==> src/rtl/hazard_scoreboard_if.sv <==
// Pipeline-side bundle for hazard_scoreboard: decode/execute/mem/wb indices,
// long-unit status and perf clear in; stall/flush/forward/scoreboard/counters out.
interface hazard_scoreboard_if #(
  parameter int NREGS = 32,
  parameter int AW    = $clog2(NREGS),
  parameter int CNT_W = 16
);
  logic [AW-1:0]    Rs1D, Rs2D, RdD;
  logic             UsesRs1D, UsesRs2D, LongOpD;
  logic [AW-1:0]    Rs1E, Rs2E, RdE;
  logic             LoadE, LongIssueE, PCSrcE;
  logic             SrcAImmE, ALUSrcE;
  logic [AW-1:0]    RdM, RdW;
  logic             RegWriteM, RegWriteW;
  logic             LongWbValid;
  logic [AW-1:0]    LongWbRd;
  logic             LongUnitBusy;
  logic             PerfClr;
  logic             StallF, StallD, FlushD, FlushE;
  logic [1:0]       ForwardAE, ForwardBE;
  logic [NREGS-1:0] PendingMask;
  logic             ScoreboardBusy;
  logic [CNT_W-1:0] LoadStallCnt, SbStallCnt, FlushCnt;

  modport master (
    output Rs1D, Rs2D, RdD, UsesRs1D, UsesRs2D, LongOpD,
    output Rs1E, Rs2E, RdE, LoadE, LongIssueE, PCSrcE,
    output SrcAImmE, ALUSrcE, RdM, RdW, RegWriteM, RegWriteW,
    output LongWbValid, LongWbRd, LongUnitBusy, PerfClr,
    input  StallF, StallD, FlushD, FlushE,
    input  ForwardAE, ForwardBE, PendingMask, ScoreboardBusy,
    input  LoadStallCnt, SbStallCnt, FlushCnt
  );

  modport slave (
    input  Rs1D, Rs2D, RdD, UsesRs1D, UsesRs2D, LongOpD,
    input  Rs1E, Rs2E, RdE, LoadE, LongIssueE, PCSrcE,
    input  SrcAImmE, ALUSrcE, RdM, RdW, RegWriteM, RegWriteW,
    input  LongWbValid, LongWbRd, LongUnitBusy, PerfClr,
    output StallF, StallD, FlushD, FlushE,
    output ForwardAE, ForwardBE, PendingMask, ScoreboardBusy,
    output LoadStallCnt, SbStallCnt, FlushCnt
  );
endinterface

==> src/rtl/hazard_scoreboard.sv <==
// Hazard unit: M/W forwarding, load-use, long-op pending-write scoreboard,
// busy-unit stall, branch priority. Ports: clk, rst_n, bus (slave).
// Define HAZARD_PERF_EN for saturating stall/flush counters (else tied 0).
module hazard_scoreboard #(
  parameter int NREGS = 32,
  parameter int AW    = $clog2(NREGS),
  parameter int CNT_W = 16
) (
  input  logic clk,
  input  logic rst_n,
  hazard_scoreboard_if.slave bus
);
  logic [NREGS-1:0] pendingMask;
  logic [NREGS-1:0] setVec, clrVec, nextMask;
  logic             issueValid;
  logic             src1v, src2v;
  logic             lwStall, sbStall, structStall, hz;
  logic [1:0]       fwdA, fwdB;

  function automatic logic [1:0] fwdSel(
    input logic          imm,
    input logic [AW-1:0] rs
  );
    logic [1:0] sel;
    if (imm)
      sel = 2'b11;
    else if (rs != '0 && rs == bus.RdM && bus.RegWriteM)
      sel = 2'b10;
    else if (rs != '0 && rs == bus.RdW && bus.RegWriteW)
      sel = 2'b01;
    else
      sel = 2'b00;
    return sel;
  endfunction

  // An op issuing this edge is pending for D already, before its bit lands.
  function automatic logic sbHit(input logic [AW-1:0] r);
    return pendingMask[r] || (issueValid && bus.RdE == r);
  endfunction

  assign fwdA = fwdSel(bus.SrcAImmE, bus.Rs1E);
  assign fwdB = fwdSel(bus.ALUSrcE, bus.Rs2E);

  assign issueValid = bus.LongIssueE && bus.RdE != '0;
  assign src1v = bus.UsesRs1D && bus.Rs1D != '0;
  assign src2v = bus.UsesRs2D && bus.Rs2D != '0;

  assign lwStall = bus.LoadE && bus.RdE != '0 &&
                   ((src1v && bus.Rs1D == bus.RdE) ||
                    (src2v && bus.Rs2D == bus.RdE));

  // RdD term catches WAW against a still-pending long op.
  assign sbStall = (src1v && sbHit(bus.Rs1D)) ||
                   (src2v && sbHit(bus.Rs2D)) ||
                   (bus.RdD != '0 && sbHit(bus.RdD));

  assign structStall = bus.LongOpD &&
                       (bus.LongUnitBusy || bus.LongIssueE);

  assign hz = lwStall || sbStall || structStall;

  assign bus.StallF    = hz && !bus.PCSrcE;
  assign bus.StallD    = hz && !bus.PCSrcE;
  assign bus.FlushD    = bus.PCSrcE;
  assign bus.FlushE    = bus.PCSrcE || hz;
  assign bus.ForwardAE = fwdA;
  assign bus.ForwardBE = fwdB;

  // Set is OR-ed after the clear so a same-index set/clear keeps the bit.
  assign setVec   = issueValid ? (NREGS'(1) << bus.RdE) : '0;
  assign clrVec   = bus.LongWbValid ? (NREGS'(1) << bus.LongWbRd) : '0;
  assign nextMask = ((pendingMask & ~clrVec) | setVec) & ~NREGS'(1);

  always_ff @(posedge clk or negedge rst_n) begin
    if (!rst_n)
      pendingMask <= '0;
    else
      pendingMask <= nextMask;
  end

  assign bus.PendingMask    = pendingMask;
  assign bus.ScoreboardBusy = |pendingMask;

`ifdef HAZARD_PERF_EN
  logic [CNT_W-1:0] loadCnt, sbCnt, flushCnt;

  function automatic logic [CNT_W-1:0] satInc(
    input logic [CNT_W-1:0] c,
    input logic             en
  );
    return (en && c != '1) ? c + CNT_W'(1) : c;
  endfunction

  always_ff @(posedge clk or negedge rst_n) begin
    if (!rst_n) begin
      loadCnt  <= '0;
      sbCnt    <= '0;
      flushCnt <= '0;
    end else if (bus.PerfClr) begin
      loadCnt  <= '0;
      sbCnt    <= '0;
      flushCnt <= '0;
    end else begin
      loadCnt  <= satInc(loadCnt, lwStall && !bus.PCSrcE);
      sbCnt    <= satInc(sbCnt, (sbStall || structStall) &&
                         !lwStall && !bus.PCSrcE);
      flushCnt <= satInc(flushCnt, bus.PCSrcE);
    end
  end

  assign bus.LoadStallCnt = loadCnt;
  assign bus.SbStallCnt   = sbCnt;
  assign bus.FlushCnt     = flushCnt;
`else
  logic unusedPerfClr;
  assign unusedPerfClr    = bus.PerfClr;
  assign bus.LoadStallCnt = '0;
  assign bus.SbStallCnt   = '0;
  assign bus.FlushCnt     = '0;
`endif
endmodule

==> src/flat_wrapper.sv <==
// flat-port wrapper written by rule: the top's interface ports become plain ports
module hazard_scoreboard_flat 
#(
  parameter int NREGS = 32,
  parameter int AW    = $clog2(NREGS),
  parameter int CNT_W = 16
)
  (clk, rst_n, bus_Rs1D, bus_Rs2D, bus_RdD, bus_UsesRs1D, bus_UsesRs2D, bus_LongOpD, bus_Rs1E, bus_Rs2E, bus_RdE, bus_LoadE, bus_LongIssueE, bus_PCSrcE, bus_SrcAImmE, bus_ALUSrcE, bus_RdM, bus_RdW, bus_RegWriteM, bus_RegWriteW, bus_LongWbValid, bus_LongWbRd, bus_LongUnitBusy, bus_PerfClr, bus_StallF, bus_StallD, bus_FlushD, bus_FlushE, bus_ForwardAE, bus_ForwardBE, bus_PendingMask, bus_ScoreboardBusy, bus_LoadStallCnt, bus_SbStallCnt, bus_FlushCnt);
  hazard_scoreboard_if #(.NREGS(NREGS), .AW(AW), .CNT_W(CNT_W)) bus_i ();
  input  logic clk;
  input  logic rst_n;
  input wire logic [$bits(bus_i.Rs1D)-1:0] bus_Rs1D;
  input wire logic [$bits(bus_i.Rs2D)-1:0] bus_Rs2D;
  input wire logic [$bits(bus_i.RdD)-1:0] bus_RdD;
  input wire logic [$bits(bus_i.UsesRs1D)-1:0] bus_UsesRs1D;
  input wire logic [$bits(bus_i.UsesRs2D)-1:0] bus_UsesRs2D;
  input wire logic [$bits(bus_i.LongOpD)-1:0] bus_LongOpD;
  input wire logic [$bits(bus_i.Rs1E)-1:0] bus_Rs1E;
  input wire logic [$bits(bus_i.Rs2E)-1:0] bus_Rs2E;
  input wire logic [$bits(bus_i.RdE)-1:0] bus_RdE;
  input wire logic [$bits(bus_i.LoadE)-1:0] bus_LoadE;
  input wire logic [$bits(bus_i.LongIssueE)-1:0] bus_LongIssueE;
  input wire logic [$bits(bus_i.PCSrcE)-1:0] bus_PCSrcE;
  input wire logic [$bits(bus_i.SrcAImmE)-1:0] bus_SrcAImmE;
  input wire logic [$bits(bus_i.ALUSrcE)-1:0] bus_ALUSrcE;
  input wire logic [$bits(bus_i.RdM)-1:0] bus_RdM;
  input wire logic [$bits(bus_i.RdW)-1:0] bus_RdW;
  input wire logic [$bits(bus_i.RegWriteM)-1:0] bus_RegWriteM;
  input wire logic [$bits(bus_i.RegWriteW)-1:0] bus_RegWriteW;
  input wire logic [$bits(bus_i.LongWbValid)-1:0] bus_LongWbValid;
  input wire logic [$bits(bus_i.LongWbRd)-1:0] bus_LongWbRd;
  input wire logic [$bits(bus_i.LongUnitBusy)-1:0] bus_LongUnitBusy;
  input wire logic [$bits(bus_i.PerfClr)-1:0] bus_PerfClr;
  output wire logic [$bits(bus_i.StallF)-1:0] bus_StallF;
  output wire logic [$bits(bus_i.StallD)-1:0] bus_StallD;
  output wire logic [$bits(bus_i.FlushD)-1:0] bus_FlushD;
  output wire logic [$bits(bus_i.FlushE)-1:0] bus_FlushE;
  output wire logic [$bits(bus_i.ForwardAE)-1:0] bus_ForwardAE;
  output wire logic [$bits(bus_i.ForwardBE)-1:0] bus_ForwardBE;
  output wire logic [$bits(bus_i.PendingMask)-1:0] bus_PendingMask;
  output wire logic [$bits(bus_i.ScoreboardBusy)-1:0] bus_ScoreboardBusy;
  output wire logic [$bits(bus_i.LoadStallCnt)-1:0] bus_LoadStallCnt;
  output wire logic [$bits(bus_i.SbStallCnt)-1:0] bus_SbStallCnt;
  output wire logic [$bits(bus_i.FlushCnt)-1:0] bus_FlushCnt;
  assign bus_i.Rs1D = bus_Rs1D;
  assign bus_i.Rs2D = bus_Rs2D;
  assign bus_i.RdD = bus_RdD;
  assign bus_i.UsesRs1D = bus_UsesRs1D;
  assign bus_i.UsesRs2D = bus_UsesRs2D;
  assign bus_i.LongOpD = bus_LongOpD;
  assign bus_i.Rs1E = bus_Rs1E;
  assign bus_i.Rs2E = bus_Rs2E;
  assign bus_i.RdE = bus_RdE;
  assign bus_i.LoadE = bus_LoadE;
  assign bus_i.LongIssueE = bus_LongIssueE;
  assign bus_i.PCSrcE = bus_PCSrcE;
  assign bus_i.SrcAImmE = bus_SrcAImmE;
  assign bus_i.ALUSrcE = bus_ALUSrcE;
  assign bus_i.RdM = bus_RdM;
  assign bus_i.RdW = bus_RdW;
  assign bus_i.RegWriteM = bus_RegWriteM;
  assign bus_i.RegWriteW = bus_RegWriteW;
  assign bus_i.LongWbValid = bus_LongWbValid;
  assign bus_i.LongWbRd = bus_LongWbRd;
  assign bus_i.LongUnitBusy = bus_LongUnitBusy;
  assign bus_i.PerfClr = bus_PerfClr;
  assign bus_StallF = bus_i.StallF;
  assign bus_StallD = bus_i.StallD;
  assign bus_FlushD = bus_i.FlushD;
  assign bus_FlushE = bus_i.FlushE;
  assign bus_ForwardAE = bus_i.ForwardAE;
  assign bus_ForwardBE = bus_i.ForwardBE;
  assign bus_PendingMask = bus_i.PendingMask;
  assign bus_ScoreboardBusy = bus_i.ScoreboardBusy;
  assign bus_LoadStallCnt = bus_i.LoadStallCnt;
  assign bus_SbStallCnt = bus_i.SbStallCnt;
  assign bus_FlushCnt = bus_i.FlushCnt;
  hazard_scoreboard #(.NREGS(NREGS), .AW(AW), .CNT_W(CNT_W)) u_core (.clk(clk), .rst_n(rst_n), .bus(bus_i));
endmodule
==> config.mk <==
export PLATFORM = sky130hd
export DESIGN_NAME = hazard_scoreboard_flat
export DESIGN_NICKNAME = d
export VERILOG_FILES = /design/src/rtl/hazard_scoreboard_if.sv /design/src/rtl/hazard_scoreboard.sv /design/src/flat_wrapper.sv
export SDC_FILE = /design/constraint.sdc
export NUM_CORES = 1
export LEC_CHECK = 0
export ABC_AREA = 0
export CORE_AREA = 2 2 90 92
export DETAILED_ROUTE_END_ITERATION = 12
export DIE_AREA = 0 0 92 94
export PLACE_DENSITY = 0.82
export SYNTH_ARGS = -nofsm -noshare
export SYNTH_HDL_FRONTEND = slang
export SYNTH_SLANG_ARGS = --single-unit
export TNS_END_PERCENT = 100
==> constraint.sdc <==
create_clock -name clk -period 2.3 [get_ports clk]
set_input_delay 0.23 -clock clk [delete_from_list [all_inputs] [get_ports clk]]
set_output_delay 0.23 -clock clk [all_outputs]
set_load 0.1 [all_outputs]
* Word level (Yosys, flattened, before mapping)
Index checks and enable logic that the tools add are counted.
** Cells by class
- Eq/ne operators :: 9
- Magnitude comparators :: 3
- Reduce and logical (&&, ||, !) cells :: 41
- Shift operators :: 2
- Bitwise gates (word level) :: 3
- Mux-type cells :: 14
- Div/mod/pow operators :: 0
- Add/sub/neg operators :: 0
- $mul :: 0
** Operators by type and width (count)
- two-way mux 32 bit :: 2
- left shift 1 x 5 -> 32 bit (first input constant) :: 2
- equality test 5 bit :: 9
- AND 32 bit :: 1
- inverter 32 bit :: 1
- bitwise OR 32 bit :: 1
- OR reduction 31 bit :: 1
- nonzero test 5 bit :: 6
- logical AND 1 bit :: 23
- < comparator 5 x 6 -> 1 bit (second input constant) :: 3
- binary-select mux 1 bit (select 5 bit) :: 3
- logical OR 1 bit :: 10
- two-way mux 2 bit :: 4
- two-way mux 1 bit :: 5
- logical NOT 1 bit :: 1
** Word-level totals
- Word-level logic and storage cells :: 73
- Memories :: 0
- Flip-flop bits (word level) :: 31
- Output and inout bits :: 89
- Bits in read-only memories :: 0
- Latch bits :: 0
- RAM bits :: 0

* Logic depth before layout (Yosys ltp)
Gate-level depths: netlist of run 1.
- Word-level depth :: 10
- Mapped depth :: 9
- Gate-level depth less buffers :: 6

* Least setup slack after synthesis of run 1
No wires, ideal clock.
- Path kind :: reg2out
- Start point :: reg u_core.pendingMask[5] (netlist: u_core.bus.PendingMask[5])
- End point :: out bus_StallF
- Required time :: 2070 ps
- Path slack :: -1762 ps
- Data arrival time :: 3832 ps
- Stages on the path, launching flop included :: 7
- Buffers on the path :: 1
- Cell sequence :: dfrtp_1 > mux4_1 > inv_1 > a2111oi_0 > nor3_1 > o21ai_1 > buf_4
** On the way
- Cells in the longest elaborated chain, start to end :: 9
- Elaborated cells on any way between the ends :: 17
- Classes of those cells :: 6 x mux; 11 x reduce/logical
** Ends and longest elaborated chain
- start: declaration :: line hazard_scoreboard.sv:13 : logic [NREGS-1:0] pendingMask;
- start signal: assignment :: line hazard_scoreboard.sv:78 : pendingMask <= nextMask;
- binary-select mux 1 bit (select 5 bit) :: line hazard_scoreboard.sv:38 : return pendingMask[r] || (issueValid && bus.RdE == r);
- two-way mux 1 bit (not written as such) :: line hazard_scoreboard.sv:38
- logical OR 1 bit :: line hazard_scoreboard.sv:38
- logical AND 1 bit, on equally long branches :: line hazard_scoreboard.sv:53, hazard_scoreboard.sv:54
- logical OR 1 bit :: line hazard_scoreboard.sv:53 : assign sbStall = (src1v && sbHit(bus.Rs1D)) ||
- logical OR 1 bit (*) :: line hazard_scoreboard.sv:54 : (src2v && sbHit(bus.Rs2D)) ||
- logical OR 1 bit (*) (2 in a row) :: line hazard_scoreboard.sv:60 : assign hz = lwStall || sbStall || structStall;
- logical AND 1 bit (*)
- end: declaration :: line flat_wrapper.sv:34 : output wire logic [$bits(bus_i.StallF)-1:0] bus_StallF;
Mark *: on every way between the ends. The rest lies on a longest branch, timed or not. The select of a mux whose other input is x is not followed.

* Worst setup path after layout of run 1
- Start point :: reg u_core.pendingMask[26] (netlist: u_core.bus.PendingMask[26])
- End point :: out bus_FlushE
** On the way
- Cells in the longest elaborated chain, start to end :: 9
- Elaborated cells on any way between the ends :: 17
- Classes of those cells :: 6 x mux; 11 x reduce/logical
** Ends and longest elaborated chain
- binary-select mux 1 bit (select 5 bit) :: line hazard_scoreboard.sv:38
- two-way mux 1 bit (not written as such) :: line hazard_scoreboard.sv:38
- logical OR 1 bit :: line hazard_scoreboard.sv:38
- logical AND 1 bit, on equally long branches :: line hazard_scoreboard.sv:53, hazard_scoreboard.sv:54
- logical OR 1 bit :: line hazard_scoreboard.sv:53
- logical OR 1 bit (*) :: line hazard_scoreboard.sv:54
- logical OR 1 bit (*) (2 in a row) :: line hazard_scoreboard.sv:60
- logical OR 1 bit (*) :: line hazard_scoreboard.sv:65 : assign bus.FlushE = bus.PCSrcE || hz;
- end: declaration :: line flat_wrapper.sv:37 : output wire logic [$bits(bus_i.FlushE)-1:0] bus_FlushE;
Marks and branches as above.

==> flow_summary.toml, run 1 <==
[final_layout]
drive_gt1_frac = 0.347
fillers = 641
synthToLayoutAreaGrowth_pct = 44.3
multiInputGateArea_um2 = 2240
layout.nets = 555
fin_cells = 598
num_antenna_cells = 0
utilization = 0.614
design_area_um2 = 4670
largest_register_ffs = 31
register_area_um2 = 832

[global_routing]
grt_overflow = 0
track_usage = 0.248
grt_pass1_vias = 3322
grt_max_degree = 32
grt_pass1_wl_um = 16700
antenna_found_initial = 0

[detailed_routing]
avgRoutedWirePerCell_um = 18.3
ant_nets = 0
firstDrtPassIters = 5
via_count = 3417
drcViolationCount = 0
viasPerCell = 5.71
drt_wl_total_um = 10900
drtIter0Drc = 272

[worst_setup_path]
cp_slowest_cell = "dfrtp_4"
max_stage_delay_ps = 500
path_cells = "mux4_2 > a2bb2oi_1 > nand4_1 > nand4b_1 > nor4_2 > o221ai_2 > buf_12"
critPathMaxFanout = 4
crit_required_ps = 2070
endpoint_kind = "output pin"
start_kind = "flop"
worstPathArrival_ps = 2280
crit_type = "flop to output pin"

[synthesis]
synth_top_family_by_area = "simple AND/OR/NAND/NOR gates"
synth_flop_cell = "dfrtp_1"
synth_xor_area_frac = 0.0919
synthMuxAreaShare = 0.164
ys_ff_latch = 31
synth_cell_types = 54
synth_edf_count = 0
syn_inst = 357
avgSynthCellArea_um2 = 9.07
synthAdderAreaFrac = 0
ys_seq_area_frac = 0.239
synth_top_cell_area_share = 0.239
synthTopCellsByArea = "dfrtp_1 24%, buf_4 12%, o21ai_0 9.9%"
synth_compound_area_frac = 0.159
yosysMostFrequentCell = "o21ai_0"
ys_top_cells_by_count = "64 x o21ai_0, 52 x buf_4, 31 x dfrtp_1, 22 x mux2i_1, 21 x xnor2_1"
synth-async-reset-ratio = 1.00
synth_largest_area_cell = "dfrtp_1"
synth-warning-count = 0
synth_area_um2 = 3240
synthSimpleGateAreaFrac = 0.193

[sta]
max_clock_freq_mhz = 398
period_minus_slack_ps = 2510
maxSlewViolCount = 0
finClkSkew_ps = 0
timing.final.crit_share = 1.09
finalSetupViolations = 3
setup_tns_ps = -612
finalHoldViolCount = 0
finalWorstSetupSlack_ps = -210
rsz0062_at_grt = "true"

[clock_network]
clk_pin_slew_ps = 70
cts_root_buf = "clkbuf_8"
cts.sinks = 31
clk_latency_ps = 280
htree_levels = 2
tritoncts = "done"
numCtsBuffers = 5
hold_buffers = 0
clock_path_buffers = 2

[power_and_ir_drop]
p_clk_frac = 0.102
vdd_ir_drop_max_v = 0.000702
switching_power_uw = 2310
leakage_uw = 0.00192
p_seq_frac = 0.219
power_density_nw_per_um2 = 853
p_int_uw = 1670
power_frac_comb = 0.679
p_sw_frac = 0.580

[floorplanning]
ioPinCount = 149
rows = 32
start_util = 0.426
coreArea_um2 = 7610
dieArea_um2 = 8650
die_w_um = 92
fp.dieH_um = 94

[placement]
dp_slack_ps = -434
dp.final_hpwl_um = 8900
post-place-cells = 588
detailed_place.area_um2 = 4530
io_buffers = 98
gp_congestion = 1.00

[job]
maxCapViolCount = 0

[status]
violations = "negative setup slack"
outcome = "finished with violations"

[hold_path]
worstHoldPathType = "primary input to asynchronous set/reset pin"
==> kinds of logic after synthesis <==
| logic type | Yosys count |
|---|---|
| mux | 37 |
| flops | 31 |
| simple gates | 96 |
| xor+xnor | 34 |
| other cells | 1 |
| compound gates | 88 |
| buf+inv | 70 |
==> cells in the final DEF, fill, tap and decap left out, types with 3 or more instances in the layout <==
cell type         n
o21ai_0          63
nand2_1           7
or3b_2            4
buf_12            9
xor2_1           13
dfrtp_2          24
mux4_2           11
xnor2_1          21
or2_2             6
dfrtp_4           7
nor4_1            9
nand4_1           9
clkdlybuf4s50_1  46
nor2b_1           6
clkbuf_8          5
mux2i_1          21
conb_1           49
a22oi_1           4
nand3_1           9
nor3_1            3
nand3b_1         13
nor2_1            8
or4_1             5
buf_4            83
dlygate4sd2_1    11
==> path summary, 6_finish.rpt <==
kind / startpoint / endpoint / slack, ps / cells past startpoint
worst max-delay path: u_core.bus.PendingMask[26] / bus_FlushE / -210 / 7
worst min-delay path: rst_n / u_core.bus.PendingMask[6] / 330 / 2
worst max register to register: u_core.bus.PendingMask[1] / u_core.bus.PendingMask[1] / 1230 / 4
worst min register to register: u_core.bus.PendingMask[14] / u_core.bus.PendingMask[14] / 620 / 2
max in group asynchronous: rst_n / u_core.bus.PendingMask[26] / 1640 / 2
min in group clk: bus_RdE[2] / u_core.bus.PendingMask[24] / 440 / 4
==> stage by stage <==
step	power [µW]	hold slack [ps]
after detailed placement	3540	589
final	3990	332
after global placement	3500	584
after global routing	4120	400
after CTS	3970	347
after floorplan	2830	-65.6
==> worst max-delay path: cells and delay by family (launching register included) <==
kind	cells	cell delay (ps)
buffers and inverters	1	190
and+or+nand+nor	3	550
AOI/OAI and AO/OA	2	300
muxes	1	460
DFF	1	500
==> timing repair <==
item | 4_1_cts | 5_1_grt
endpoints found under the setup margin | 3 | 4
pin swaps | 7 | 4
buffers inserted | 2 | 0
resized for setup | 19 | 5
==> final cells by class <==
class                           instances  area share
Multi-Input combinational cell        304       0.480
Timing Repair Buffer                  151       0.296
Sequential cell                        31       0.178
Tap cell                              102      0.0273
Clock buffer                            7      0.0163
Inverter                                2     0.00161
Clock inverter                          1     0.00107
==> power groups by stage <==
stage	Sequential [µW]	Clock, µW	Combinational (µW)
after floorplan	1810	0	1020
after global placement	873	0	2630
after detailed placement	879	0	2660
after CTS	863	410	2690
after global routing	884	432	2800
final	874	406	2710
==> metal layers <==
metal | track usage | up-vias | wire length (µm)
li1 | - | 1519 | -
met1 | 0.288 | 1650 | 4030
met2 | 0.439 | 216 | 5540
met3 | 0.0554 | 32 | 1040
met4 | 0.108 | 0 | 328
met5 | 0 | - | 0
(Power assumes the default switching activity.)
==> inputs of run 2 (changes only) <==
Settings changed: ABC_CLOCK_PERIOD_IN_PS from default to 2300.
==> results of run 2 <==
No change in the layout: final DEF, timing and power equal those of run 1.
==> inputs of run 3 (changes only) <==
Settings changed: CAP_MARGIN from default to 20, SLEW_MARGIN from default to 20.
==> results of run 3 <==
No change in the layout: final DEF, timing and power equal those of run 1.
